## config.mk

```make
export PLATFORM = sky130hd
export DESIGN_NAME = ps2_key_event_decoder
export DESIGN_NICKNAME = d
export VERILOG_FILES = /design/src/rtl/ps2_pkg.sv /design/src/rtl/ps2_scan2ascii.sv /design/src/rtl/ps2_key_event_decoder.sv
export SDC_FILE = /design/constraint.sdc
export NUM_CORES = 1
export LEC_CHECK = 0
export ABC_CLOCK_PERIOD_IN_PS = 2300
export CAP_MARGIN = 10
export CORE_ASPECT_RATIO = 0.75
export CORE_MARGIN = 2
export CORE_UTILIZATION = 50
export CTS_BUF_LIST = sky130_fd_sc_hd__clkbuf_8
export CTS_CLUSTER_DIAMETER = 200
export DETAILED_ROUTE_END_ITERATION = 10
export PLACE_DENSITY = 0.83
export SETUP_SLACK_MARGIN = 0.15
export SLEW_MARGIN = 5
export SYNTH_ARGS = -nofsm -noshare
export SYNTH_HDL_FRONTEND = slang
export SYNTH_SLANG_ARGS = --single-unit
```

## constraint.sdc

```tcl
create_clock -name clk -period 2.3 [get_ports clk]
set_clock_uncertainty 0.05 [all_clocks]
set_input_delay 0.46 -clock clk [delete_from_list [all_inputs] [get_ports clk]]
set_output_delay 0.46 -clock clk [all_outputs]
set_load 0.02 [all_outputs]
```

## src/rtl/ps2_pkg.sv

```systemverilog
// Shared PS/2 constants, FSM encoding and small byte classification helpers.
package ps2_pkg;

  localparam logic [7:0] PS2_EXT  = 8'hE0;
  localparam logic [7:0] PS2_BRK  = 8'hF0;
  localparam logic [7:0] PS2_ERR0 = 8'h00;
  localparam logic [7:0] PS2_ERR1 = 8'hFF;

  localparam logic [7:0] ASCII_NONE  = 8'h00;
  localparam logic [7:0] ASCII_ENTER = 8'h0D;

  typedef enum logic [1:0] {
    IDLE = 2'd0,
    POP  = 2'd1,
    WAIT = 2'd2
  } ps2_state_e;

  // Keyboard error codes carry no key information.
  function automatic logic is_err_byte(input logic [7:0] b);
    return (b == PS2_ERR0) || (b == PS2_ERR1);
  endfunction

  // Prefix bytes modify the following code rather than being keys themselves.
  function automatic logic is_prefix_byte(input logic [7:0] b);
    return (b == PS2_EXT) || (b == PS2_BRK);
  endfunction

endpackage

```

## src/rtl/ps2_scan2ascii.sv

```systemverilog
// Combinational set-2 scan code to ASCII ROM; extended codes never map.
module ps2_scan2ascii
  import ps2_pkg::*;
(
  input  logic       ext,
  input  logic [7:0] code,
  output logic [7:0] ascii
);

  // Look up letters, digits, space and enter; everything else is unmapped.
  always_comb begin
    ascii = ASCII_NONE;
    if (ext) begin
      ascii = ASCII_NONE;
    end else begin
      case (code)
        8'h1C: ascii = 8'h61;  8'h32: ascii = 8'h62;  8'h21: ascii = 8'h63;
        8'h23: ascii = 8'h64;  8'h24: ascii = 8'h65;  8'h2B: ascii = 8'h66;
        8'h34: ascii = 8'h67;  8'h33: ascii = 8'h68;  8'h43: ascii = 8'h69;
        8'h3B: ascii = 8'h6A;  8'h42: ascii = 8'h6B;  8'h4B: ascii = 8'h6C;
        8'h3A: ascii = 8'h6D;  8'h31: ascii = 8'h6E;  8'h44: ascii = 8'h6F;
        8'h4D: ascii = 8'h70;  8'h15: ascii = 8'h71;  8'h2D: ascii = 8'h72;
        8'h1B: ascii = 8'h73;  8'h2C: ascii = 8'h74;  8'h3C: ascii = 8'h75;
        8'h2A: ascii = 8'h76;  8'h1D: ascii = 8'h77;  8'h22: ascii = 8'h78;
        8'h35: ascii = 8'h79;  8'h1A: ascii = 8'h7A;
        8'h45: ascii = 8'h30;  8'h16: ascii = 8'h31;  8'h1E: ascii = 8'h32;
        8'h26: ascii = 8'h33;  8'h25: ascii = 8'h34;  8'h2E: ascii = 8'h35;
        8'h36: ascii = 8'h36;  8'h3D: ascii = 8'h37;  8'h3E: ascii = 8'h38;
        8'h46: ascii = 8'h39;
        8'h29: ascii = 8'h20;
        8'h5A: ascii = ASCII_ENTER;
        default: ascii = ASCII_NONE;
      endcase
    end
  end

endmodule

```

## src/rtl/ps2_key_event_decoder.sv

```systemverilog
// Pops scan-code bytes from the PS/2 FIFO, folds E0/F0 prefixes into single
// key events, filters typematic repeats and tracks the held key.
module ps2_key_event_decoder
  import ps2_pkg::*;
#(
  parameter bit SUPPRESS_REPEAT = 1'b1,
  parameter int CNT_W           = 8
) (
  input  logic             clk,
  input  logic             resetn,
  input  logic [7:0]       data,
  input  logic             ready,
  input  logic             overflow,
  output logic             nextdata_n,
  output logic             key_valid,
  output logic [7:0]       key_code,
  output logic             key_ext,
  output logic             key_break,
  output logic [7:0]       key_ascii,
  output logic             key_held,
  output logic [7:0]       held_code,
  output logic [CNT_W-1:0] make_count,
  output logic             ovf_sticky
);

  ps2_state_e       state_r;
  logic [7:0]       byte_r;
  logic             nextdata_n_r;
  logic             ext_pend_r;
  logic             brk_pend_r;
  logic             held_ext_r;
  logic             key_valid_r;
  logic [7:0]       key_code_r;
  logic             key_ext_r;
  logic             key_break_r;
  logic [7:0]       key_ascii_r;
  logic             key_held_r;
  logic [7:0]       held_code_r;
  logic [CNT_W-1:0] make_count_r;
  logic             ovf_sticky_r;

  logic             cand_s;
  logic             match_s;
  logic             emit_s;
  logic [7:0]       ascii_s;

  ps2_scan2ascii u_scan2ascii (
    .ext   (ext_pend_r),
    .code  (byte_r),
    .ascii (ascii_s)
  );

  // Classify the byte being popped and decide whether it produces an event.
  always_comb begin
    cand_s  = 1'b0;
    match_s = 1'b0;
    emit_s  = 1'b0;
    if (state_r == POP) begin
      cand_s = !is_prefix_byte(byte_r) && !is_err_byte(byte_r);
    end else begin
      cand_s = 1'b0;
    end
    match_s = key_held_r && (held_ext_r == ext_pend_r) && (held_code_r == byte_r);
    if (cand_s && !brk_pend_r && SUPPRESS_REPEAT && match_s) begin
      emit_s = 1'b0;
    end else begin
      emit_s = cand_s;
    end
  end

  // Pop handshake FSM: latch head byte, strobe pop for one cycle, let FIFO settle.
  always_ff @(posedge clk or negedge resetn) begin
    if (!resetn) begin
      state_r      <= IDLE;
      byte_r       <= 8'h00;
      nextdata_n_r <= 1'b1;
    end else begin
      case (state_r)
        IDLE: begin
          if (ready) begin
            byte_r       <= data;
            nextdata_n_r <= 1'b0;
            state_r      <= POP;
          end else begin
            nextdata_n_r <= 1'b1;
          end
        end
        POP: begin
          nextdata_n_r <= 1'b1;
          state_r      <= WAIT;
        end
        WAIT: begin
          nextdata_n_r <= 1'b1;
          state_r      <= IDLE;
        end
        default: begin
          nextdata_n_r <= 1'b1;
          state_r      <= IDLE;
        end
      endcase
    end
  end

  // Prefix tracking, event outputs, held-key state and overflow latch.
  always_ff @(posedge clk or negedge resetn) begin
    if (!resetn) begin
      ext_pend_r   <= 1'b0;
      brk_pend_r   <= 1'b0;
      held_ext_r   <= 1'b0;
      key_valid_r  <= 1'b0;
      key_code_r   <= 8'h00;
      key_ext_r    <= 1'b0;
      key_break_r  <= 1'b0;
      key_ascii_r  <= 8'h00;
      key_held_r   <= 1'b0;
      held_code_r  <= 8'h00;
      make_count_r <= '0;
      ovf_sticky_r <= 1'b0;
    end else begin
      key_valid_r <= 1'b0;
      if (state_r == POP) begin
        if (byte_r == PS2_EXT) begin
          ext_pend_r <= 1'b1;
        end else if (byte_r == PS2_BRK) begin
          brk_pend_r <= 1'b1;
        end else begin
          ext_pend_r <= 1'b0;
          brk_pend_r <= 1'b0;
        end
      end
      if (emit_s) begin
        key_valid_r <= 1'b1;
        key_code_r  <= byte_r;
        key_ext_r   <= ext_pend_r;
        key_break_r <= brk_pend_r;
        key_ascii_r <= ascii_s;
        if (brk_pend_r) begin
          if (match_s) begin
            key_held_r  <= 1'b0;
            held_code_r <= 8'h00;
            held_ext_r  <= 1'b0;
          end
        end else begin
          key_held_r   <= 1'b1;
          held_code_r  <= byte_r;
          held_ext_r   <= ext_pend_r;
          make_count_r <= make_count_r + {{(CNT_W-1){1'b0}}, 1'b1};
        end
      end
      // An overflow means bytes were lost, so any half-assembled prefix is stale.
      if (overflow) begin
        ovf_sticky_r <= 1'b1;
        ext_pend_r   <= 1'b0;
        brk_pend_r   <= 1'b0;
      end
    end
  end

  assign nextdata_n = nextdata_n_r;
  assign key_valid  = key_valid_r;
  assign key_code   = key_code_r;
  assign key_ext    = key_ext_r;
  assign key_break  = key_break_r;
  assign key_ascii  = key_ascii_r;
  assign key_held   = key_held_r;
  assign held_code  = held_code_r;
  assign make_count = make_count_r;
  assign ovf_sticky = ovf_sticky_r;

endmodule
```

==> flow_summary.json, run 1 <==
{
  "cellLeakagePower_uw": 0.00174,
  "final_nets": 428,
  "cp_max_fo": 10,
  "avgSynthCellArea_um2": 9.49,
  "initial_core_util_pct": 51.1,
  "synth_mux_area_share_pct": 8.31,
  "ys.flop_type": "dfrtp_1",
  "slew_headroom_pct": 59.0,
  "core_area_um2": 6220,
  "pwr-share-seq_pct": 33.2,
  "track_usage_pct": 25.7,
  "drc": 0,
  "finalSetupViolCount": 0,
  "syn-cell-area_um2": 3180,
  "clock_latency_ns": 0.31,
  "dieArea_um2": 7020,
  "p_comb_share_pct": 55.1,
  "setup_tns_ns": 0,
  "wl_per_cell_um": 18.1,
  "path_class": "flop to flop",
  "power.density_nw_per_um2": 1100,
  "grt_overflow": 0,
  "rows": 25,
  "switching_share_pct": 42.6,
  "hold_viol_final": 0,
  "cts-root-buf": "clkbuf_8",
  "area_growth_pct": 29.5,
  "synth-seq-cells": 50,
  "grt.busiest_layer": "met1",
  "synth_cell_types": 64,
  "cp_data_required_time_ns": 2.45,
  "cp.arrival_ns": 2.37,
  "synth-simple-area-share_pct": 21.3,
  "pwr-share-clk_pct": 11.7,
  "drtAntennaViolNets": 0,
  "vias_per_cell": 5.97,
  "cp-startpoint": "byte_r[4]$_DFFE_PN0P_",
  "grt_pass1_vias": 2666,
  "async_reset_ff_share_pct": 100,
  "synthCells": 335,
  "globalplace.congestion": 0.937,
  "crit_path_end_kind": "flop",
  "place_hpwl_mm": 6.40,
  "peakVddDrop_uv": 694,
  "tightest_slew_ns": 0.614,
  "final_util_pct": 66.1,
  "dr.first_iter.drc_count": 350,
  "timing.rr.start": "byte_r[4]$_DFFE_PN0P_",
  "clock_tree.buffer_depth": 2,
  "ctsHtreeMaxLevel": 2,
  "grt_start_max_net_pins": 51,
  "yosysSeqAreaShare_pct": 39.4,
  "vias": 2926,
  "synth-edff-count": 0,
  "use_met3_pct": 7.13,
  "synth_compound_area_share_pct": 17.7,
  "start_kind": "flop",
  "dr.pass1.iters": 5,
  "use_met1_pct": 38.0,
  "cap_violations": 0,
  "fp.dieW_um": 96.1,
  "wirelength_mm": 8.85,
  "status": "finished, final reports clean",
  "synth_top_family_by_area": "simple AND/OR/NAND/NOR gates",
  "hp-class": "input port to asynchronous set/reset pin",
  "cts_buffers": 5,
  "maxSlewViolCount": 0,
  "fmax_mhz": 451,
  "die_h_um": 73.0,
  "drive_above_1_share_pct": 18.8,
  "boundaryPins": 50,
  "synth_xor_area_share_pct": 4.41,
  "yosys.area_share.adder_pct": 3.15,
  "rsz0062_at_grt": "true",
  "cts_tree": "done",
  "antenna_cells": 0,
  "grt_pass1_wl_mm": 13.7,
  "ys_warn_count": 0,
  "cts_sinks": 50,
  "grt_util_met2_pct": 36.5,
  "io_buffers": 48,
  "clkSlewWorstSetupHoldPaths_ns": 0.10,
  "hold_slack_ns": 0.179,
  "p_int_uw": 2600,
  "ctsHoldBuffers": 0,
  "syn-num-nets": 355,
  "nFillCells": 499,
  "antenna_found_initial": 0,
  "fin_crit_sh_pct": 96.5,
  "post-route-min-period_ns": 2.22,
  "p_switching_uw": 1940
}
cell usage after synthesis (6+ instances only):
master | n | share of area [%]
a21oi_1 | 15 | 2.4
a2bb2oi_1 | 8 | 2.2
buf_2 | 11 | 1.7
clkbuf_1 | 11 | 1.3
dfrtp_1 | 49 | 39
ha_1 | 8 | 3.1
inv_1 | 10 | 1.2
mux2_1 | 10 | 3.5
mux2_4 | 6 | 2.8
nand2_1 | 22 | 2.6
nand2b_1 | 15 | 3.0
nand3_1 | 23 | 3.6
nand4b_1 | 7 | 1.9
nor2_1 | 16 | 1.9
nor2b_1 | 9 | 1.8
nor3_1 | 7 | 1.1
o21ai_0 | 17 | 2.7
xnor2_1 | 7 | 1.9
xor2_1 | 9 | 2.5
per-stage QoR:
step	setup slack, ns	total power, uW	cells	cell area, um^2
floorplan	0.180	2870	335	3180
global placement	0.0898	3850	473	3910
detailed placement	-0.00200	3880	473	3910
CTS	0.0586	4440	483	4030
global route	-0.0137	4810	490	4120
finish	0.0815	4540	490	4120
routing by layer:
metal | share of wire [%] | vias to the layer above | wire length [um]
li1 | - | 1362 | -
met1 | 47 | 1397 | 4130
met2 | 43 | 152 | 3850
met3 | 8.4 | 15 | 746
met4 | 1.4 | 0 | 127
met5 | 0 | - | 0
power by group through the flow:
stage                     Sequential [uW]  Combinational (uW)  Clock, uW
after floorplan                      1710                1150          0
after global placement               1500                2340          0
after detailed placement             1520                2360          0
after CTS                            1510                2400        536
after global routing                 1550                2680        577
final                                1510                2500        530
final timing paths:
kind                                                  end  slack, ns  cells after the start
worst max register to register    key_code[4]$_DFFE_PN0P_       0.08                      6
min in group clk                make_count[7]$_DFFE_PN0P_       0.43                      1
worst min-delay path                key_break$_DFFE_PN0P_       0.18                      2
worst min register to register  make_count[7]$_DFFE_PN0P_       0.43                      1
max in group asynchronous           byte_r[1]$_DFFE_PN0P_       1.56                      2
worst max-delay path              key_code[4]$_DFFE_PN0P_       0.08                      6
sequential cells by signal, indices dropped and copies added (netlist names):
name and cells:
brk_pend_r 1, byte_r 8, ext_pend_r 1, held_code 8, held_ext_r 1, key_ascii 7, key_break 1, key_code 8
key_ext 1, key_held 1, key_valid 1, make_count 8, nextdata_n 1, ovf_sticky 1, state_r 2
final cells by class:
type / instances / area, um^2 / area share (%)
Tap cell: 81 / 101 / 2.46
Timing Repair Buffer: 92 / 842 / 20.5
Multi-Input combinational cell: 247 / 1770 / 43.0
Inverter: 12 / 53.8 / 1.31
Clock inverter: 3 / 23.8 / 0.578
Clock buffer: 5 / 68.8 / 1.67
Sequential cell: 50 / 1260 / 30.6
cells by family after synthesis:
kind of cell	count (synthesis)
compound gates	77
simple gates	123
other cells	1
mux	22
fa+ha+maj	8
flops	50
xor+xnor	16
buf+inv	38
timing repair:
| action | CTS | global route |
|---|---|---|
| endpoints found under the setup margin | 17 | 22 |
| pin swaps | 0 | 4 |
| resized for setup | 3 | 9 |
| buffers inserted | 2 | 7 |
critical path, stage by stage, from the launching register on:
cell	delay (ns)
dfrtp_1	0.41
or4_4	0.55
a2111oi_4	0.39
nor2_4	0.08
o21ai_4	0.12
buf_12	0.18
mux2_1	0.32
layout by cell type (no fill, tap or decap), types with 2 or more instances in the layout:
cell type	netlist	final
a2111oi_0	2	2
a211oi_1	3	3
a21oi_1	15	15
a2bb2oi_1	8	8
a311oi_1	5	5
and3_1	3	3
buf_12	0	2
buf_4	1	39
buf_6	2	3
clkbuf_8	0	5
clkdlybuf4s50_1	0	47
clkinvlp_4	0	3
dfrtp_1	49	45
dfrtp_2	0	4
ha_1	8	8
inv_1	10	9
mux2_1	10	8
mux2_4	6	8
mux2i_1	5	5
nand2_1	22	22
nand2b_1	15	15
nand3_1	23	23
nand3b_1	3	3
nand4_1	4	4
nand4b_1	7	7
nor2_1	16	16
nor2b_1	9	9
nor3_1	7	7
nor3b_1	2	2
nor4b_1	2	2
o211ai_1	3	3
o21ai_0	17	17
o221ai_1	2	2
o22ai_1	3	3
o2bb2ai_1	2	2
o32ai_1	2	2
or2_2	2	2
or4_1	2	2
xnor2_1	7	7
xor2_1	9	9
No activity file was read; power rests on OpenSTA's default activity.
==> inputs of run 2 (changes only) <==
--- a/config.mk
+++ b/config.mk
@@ -7,7 +7,7 @@
 export LEC_CHECK = 0
 export ABC_CLOCK_PERIOD_IN_PS = 2300
 export CAP_MARGIN = 10
-export CORE_ASPECT_RATIO = 0.75
+export CORE_ASPECT_RATIO = 1.2
 export CORE_MARGIN = 2
 export CORE_UTILIZATION = 50
 export CTS_BUF_LIST = sky130_fd_sc_hd__clkbuf_8
==> run 2 against run 1 <==
  * Combinational power increased by 2%
  * Hold slack improved by 0.011 ns
  * Via count increased by 1.5%
  * Maximum frequency increased by 1.7%
  * Global-route usage increased by 0.38 points
  * Utilization increased by 1.9 points
  * Critical path depth increased by 1
  * Clock power increased by 22%
  * First-iteration DRC count decreased by 39%
  * Register-to-register slack improved by 0.04 ns
  * Total power increased by 3.0%
  * Sequential share of layout area decreased by 0.25 points
  * Critical path type unchanged
==> flow_summary.json, run 2 (synthesis gave the netlist of run 1 again) <==
{
  "status": "finished, final reports clean",
  "rr_worst_depth": 7,
  "initial_core_util_pct": 52.2,
  "drive_above_1_share_pct": 18.7,
  "hp-class": "input port to asynchronous set/reset pin",
  "cp_data_required_time_ns": 2.45,
  "grt_pass1_vias": 2815,
  "wirelength_mm": 9.01,
  "cts_buffers": 5,
  "crit_end": "key_ascii[0]$_DFFE_PN0P_",
  "globalplace.congestion": 0.980,
  "vias": 2969,
  "rsz0062_at_grt": "true",
  "cp_max_fo": 7,
  "place_hpwl_mm": 6.34,
  "ctsHoldBuffers": 0,
  "cap_violations": 0,
  "fp.dieW_um": 76.8,
  "clkSlewWorstSetupHoldPaths_ns": 0.10,
  "fmax_mhz": 459,
  "p_total_uw": 4680,
  "area_growth_pct": 30.3,
  "drc": 0,
  "die_h_um": 91.3,
  "maxSlewViolCount": 0,
  "ctsHtreeMaxLevel": 2,
  "finalSetupViolCount": 0,
  "crit_path_end_kind": "flop",
  "path_class": "flop to flop",
  "drtAntennaViolNets": 0,
  "dr.max_layer_used": "met4",
  "hold_viol_final": 0,
  "wl_met2_mm": 4.51,
  "dieArea_um2": 7010,
  "drt-met1-wl_mm": 3.52,
  "io_buffers": 48,
  "cp.arrival_ns": 2.33,
  "peakVddDrop_uv": 583,
  "fin_crit_sh_pct": 94.8,
  "cellLeakagePower_uw": 0.00176,
  "cp-startpoint": "byte_r[7]$_DFFE_PN0P_",
  "core_area_um2": 6090,
  "antenna_found_initial": 0,
  "vias_per_cell": 6.07,
  "grt_pass1_wl_mm": 14.5,
  "wl_per_cell_um": 18.4,
  "wl_met3_um": 648,
  "final_nets": 426,
  "dr.first_iter.drc_count": 213,
  "start_kind": "flop",
  "dr.pass1.iters": 5,
  "cts_sinks": 50,
  "setup_tns_ns": 0,
  "cts-root-buf": "clkbuf_8",
  "track_usage_pct": 26.0,
  "r2r-end": "key_ascii[0]$_DFFE_PN0P_",
  "grt_overflow": 0,
  "antenna_cells": 0,
  "power.density_nw_per_um2": 1130,
  "grt_start_max_net_pins": 51,
  "cts_tree": "done",
  "clock_tree.buffer_depth": 2,
  "r2r_slack_ns": 0.12,
  "timing.rr.start": "byte_r[7]$_DFFE_PN0P_",
  "tightest_slew_ns": 0.631,
  "boundaryPins": 50,
  "clock_latency_ns": 0.31,
  "layout_common_cells": "47 x dfrtp_1, 47 x clkdlybuf4s50_1, 38 x buf_4, 23 x nand3_1, 21 x nand2_1",
  "rows": 31,
  "slew_headroom_pct": 57.9,
  "post-route-min-period_ns": 2.18
}
[run 2: cell count changes in the layout (fill, tap and decap cells not counted), moves of 2 or more]
cell / before / now
dfrtp_2: 4 / 2
buf_6: 3 / 1
clkinvlp_4: 3 / 1
dfrtp_1: 45 / 47
inv_8: 0 / 2
[run 2: metal layers]
layer,GRT usage [%],vias to the layer above
met2,43.6,170
met4,12.0,0
met5,0,-
li1,-,1361
met1,32.8,1405
met3,4.08,33
[run 2: timing repair]
item | CTS | global route
pin swaps | 4 | 5
gates resized for setup | 6 | 10
cloned | 1 | 0
endpoints found under the setup margin | 17 | 31
setup buffers | 5 | 1
[run 2: worst min path at each step]
stage | startpoint | endpoint | slack (ns) | cells past startpoint
4_1_cts | resetn | held_code[4]$_DFFE_PN0P_ | 0.22 | 2
6_report | resetn | key_ascii[5]$_DFFE_PN0P_ | 0.19 | 2
5_1_grt | resetn | held_code[4]$_DFFE_PN0P_ | 0.26 | 2
2_1_floorplan | resetn | brk_pend_r$_DFFE_PN0P_ | 0.11 | 0
3_3_place_gp | ovf_sticky$_DFFE_PN0P_ | ovf_sticky$_DFFE_PN0P_ | 0.40 | 1
3_5_place_dp | make_count[7]$_DFFE_PN0P_ | make_count[7]$_DFFE_PN0P_ | 0.41 | 1
[run 2: critical path, stage by stage, from the launching register on]
cell	delay, ns
dfrtp_1	0.39
or4_4	0.55
a2111oi_4	0.39
nor2_4	0.10
o21ai_4	0.09
buf_12	0.16
inv_8	0.05
mux2_4	0.29
[run 2: metrics by stage]
step / hold slack, ns / utilization, % / cell area (um^2) / std cells / setup slack [ns]
floorplan: 0.114 / - / 3180 / 335 / 0.180
global placement: 0.395 / 64.1 / 3910 / 474 / 0.0876
detailed placement: 0.412 / 64.1 / 3910 / 474 / 0.00504
CTS: 0.215 / 67.3 / 4100 / 488 / 0.0844
global route: 0.258 / 68.0 / 4140 / 489 / 0.0574
finish: 0.190 / 68.0 / 4140 / 489 / 0.119
[run 2: power breakdown]
part           internal [uW]  switching, uW  leakage [uW]
logic                   1220           1320       0.00107
clock network            332            313     0.0000563
registers               1170            325      0.000627
total                   2720           1960       0.00176
[run 2: area by class of cell]
cell class / instances / area [um^2]
clock buffer: 5 / 68.8
clock inverter: 3 / 48.8
fill: 457 / 1950
inverter: 12 / 52.6
multi-input combinational: 248 / 1800
sequential: 50 / 1250
tap: 82 / 103
timing repair buffer: 89 / 812
==> inputs of run 3 (changes only) <==
--- a/config.mk
+++ b/config.mk
@@ -18,4 +18,5 @@
 export SLEW_MARGIN = 5
 export SYNTH_ARGS = -nofsm -noshare
 export SYNTH_HDL_FRONTEND = slang
+export SYNTH_HIERARCHICAL = 1
 export SYNTH_SLANG_ARGS = --single-unit
==> run 3 against run 2 <==
  * Synthesized cell count shrank 5.1%
  * Global-route usage shrank 3.0 points
  * First-iteration DRC count grew 60%
  * Via count shrank 7.9%
  * Critical path type unchanged
  * Largest power group unchanged
==> flow_summary.json, run 3 <==
{
  "crit_chain": "buf_12 -> nor4_1 -> o21ai_0 -> nor2b_1 -> o21a_4 -> buf_4 -> mux2_2",
  "track_usage_pct": 23.0,
  "cp.arrival_ns": 2.26,
  "tightest_slew_ns": 0.646,
  "cp_max_fo": 31,
  "cellLeakagePower_uw": 0.00167,
  "grt_start_max_net_pins": 52,
  "p_total_uw": 4610,
  "cp_data_required_time_ns": 2.46,
  "p_int_uw": 2670,
  "layout_commonest_cell": "clkdlybuf4s50_1",
  "syn-cell-area_um2": 3160,
  "setup_slack_ns": 0.198,
  "fmax_mhz": 476,
  "initial_core_util_pct": 51.9,
  "placed_cell_area_um2": 3770,
  "clkSlewWorstSetupHoldPaths_ns": 0.11,
  "ctsHoldBuffers": 0,
  "core_area_um2": 6090,
  "final_nets": 394,
  "synth.area.top_cells": "dfrtp_1 40%, mux2_2 6.4%, mux2_4 4.3%",
  "slew_headroom_pct": 56.9,
  "wl_per_cell_um": 17.9,
  "crit_path_end_kind": "flop",
  "boundaryPins": 50,
  "clock_latency_ns": 0.32,
  "synthCells": 318,
  "avgSynthCellArea_um2": 9.93,
  "p_switching_uw": 1930,
  "start_kind": "flop",
  "grt_pass1_vias": 2512,
  "yosysMostFrequentCell": "dfrtp_1",
  "slowest_delay_ns": 0.44,
  "cts_buffers": 5,
  "synth_top_cell_by_area": "dfrtp_1",
  "dr.pass1.iters": 5,
  "switching_share_pct": 42.0,
  "hold_viol_final": 0,
  "hp-class": "input port to asynchronous set/reset pin",
  "grt_overflow": 0,
  "peakVddDrop_uv": 671,
  "fin_crit_sh_pct": 91.4,
  "synth-edff-count": 0,
  "globalplace.congestion": 0.895,
  "drive_above_1_share_pct": 20.3,
  "fin_area_um2": 3980,
  "cts_sinks": 51,
  "post-place-ws_ns": 0.162,
  "die_h_um": 91.1,
  "ctsHtreeMaxLevel": 2,
  "ys.flop_type": "dfrtp_1",
  "crit_slowest_cell": "dfrtp_2",
  "vias": 2734,
  "setup_tns_ns": 0,
  "path_class": "flop to flop",
  "fp.dieW_um": 76.6,
  "antenna_cells": 0,
  "synth-seq-cells": 51,
  "antenna_found_initial": 0,
  "status": "finished, final reports clean",
  "pwr-share-seq_pct": 33.4,
  "cts_tree": "done",
  "yosysSeqAreaShare_pct": 40.4,
  "power.density_nw_per_um2": 1160,
  "dieArea_um2": 6970,
  "pwr-share-clk_pct": 12.2,
  "area_growth_pct": 26.0,
  "rr_worst_depth": 7,
  "synth_cell_types": 57,
  "drtAntennaViolNets": 0,
  "io_buffers": 49,
  "vias_per_cell": 5.98,
  "maxSlewViolCount": 0,
  "cap_violations": 0,
  "clock_tree.buffer_depth": 2,
  "dr.first_iter.drc_count": 341,
  "layout_common_cells": "48 x clkdlybuf4s50_1, 47 x dfrtp_1, 26 x nand2_1, 21 x buf_4, 18 x mux2_2",
  "finalSetupViolCount": 0,
  "syn-num-nets": 338,
  "ys_warn_count": 6,
  "post-route-min-period_ns": 2.10,
  "rows": 31,
  "drc": 0,
  "final_util_pct": 65.4,
  "wirelength_mm": 8.17,
  "rsz0062_at_grt": "true",
  "netlist.area_leader.share_pct": 39.6,
  "place_hpwl_mm": 5.33,
  "netlist_top_cells_count": "50 x dfrtp_1, 26 x nand2_1, 18 x mux2_2",
  "async_reset_ff_share_pct": 100,
  "cts-root-buf": "clkbuf_8",
  "p_comb_share_pct": 54.5,
  "grt_pass1_wl_mm": 12.9
}
==> run 3: worst max-delay path: cells and delay by family (launching register included) <==
family	cells	cell delay [ns]
multiplexers	1	0.36
buffers and inverters	2	0.38
AO/OA/AOI/OAI	2	0.42
flip-flops	1	0.44
AND/OR/NAND/NOR	2	0.34
==> run 3: final timing paths <==
check	start	to	slack (ns)
hold reg to reg	ovf_sticky$_DFFE_PN0P_	ovf_sticky$_DFFE_PN0P_	0.43
setup / recovery	byte_r[4]$_DFFE_PN0P_	key_code[6]$_DFFE_PN0P_	0.20
min in group clk	ovf_sticky$_DFFE_PN0P_	ovf_sticky$_DFFE_PN0P_	0.43
setup reg to reg	byte_r[4]$_DFFE_PN0P_	key_code[6]$_DFFE_PN0P_	0.20
hold / removal	resetn	key_ascii[6]$_DFFE_PN0P_	0.19
max in group asynchronous	resetn	byte_r[4]$_DFFE_PN0P_	1.53
==> run 3: through the flow <==
stage | std cells | hold WS [ns]
floorplan | 318 | 0.114
global placement | 442 | 0.403
detailed placement | 442 | 0.404
CTS | 450 | 0.224
global route | 457 | 0.245
finish | 457 | 0.186
==> run 3: layer usage <==
metal	global-route usage, %	routed length, um	vias to the layer above
li1	-	-	1280
met1	31.8	3470	1299
met2	36.3	3950	129
met3	3.88	508	26
met4	8.94	244	0
met5	0	0	-
==> run 3: what timing repair did <==
item,CTS,global route
setup endpoints to repair,1,19
cloned,0,2
buffers inserted,0,5
pin swaps,0,2
resized for setup,1,12
==> run 3: kinds of logic after synthesis <==
logic type                 share of synthesized area (%)
and+or+nand+nor                                     22.2
AOI/OAI and AO/OA                                   12.8
DFF                                                 40.4
buffers and inverters                               5.47
muxes                                               11.3
xor gates and xnor gates                            4.44
adders and majority gates                           3.17
other                                              0.119
==> run 3: cell type report <==
class	instances	area (um^2)
tap	82	103
fill	511	2110
inverter	7	26.3
clock inverter	3	27.5
timing repair buffer	75	731
multi-input combinational	234	1740
sequential	51	1280
clock buffer	5	68.8
==> run 3: power groups by stage <==
stage	clock (uW)	combinational [uW]	sequential [uW]
2_1_floorplan	0	1150	1830
3_3_place_gp	0	2340	1550
3_5_place_dp	0	2380	1550
4_1_cts	571	2390	1540
5_1_grt	606	2680	1590
6_report	560	2510	1540
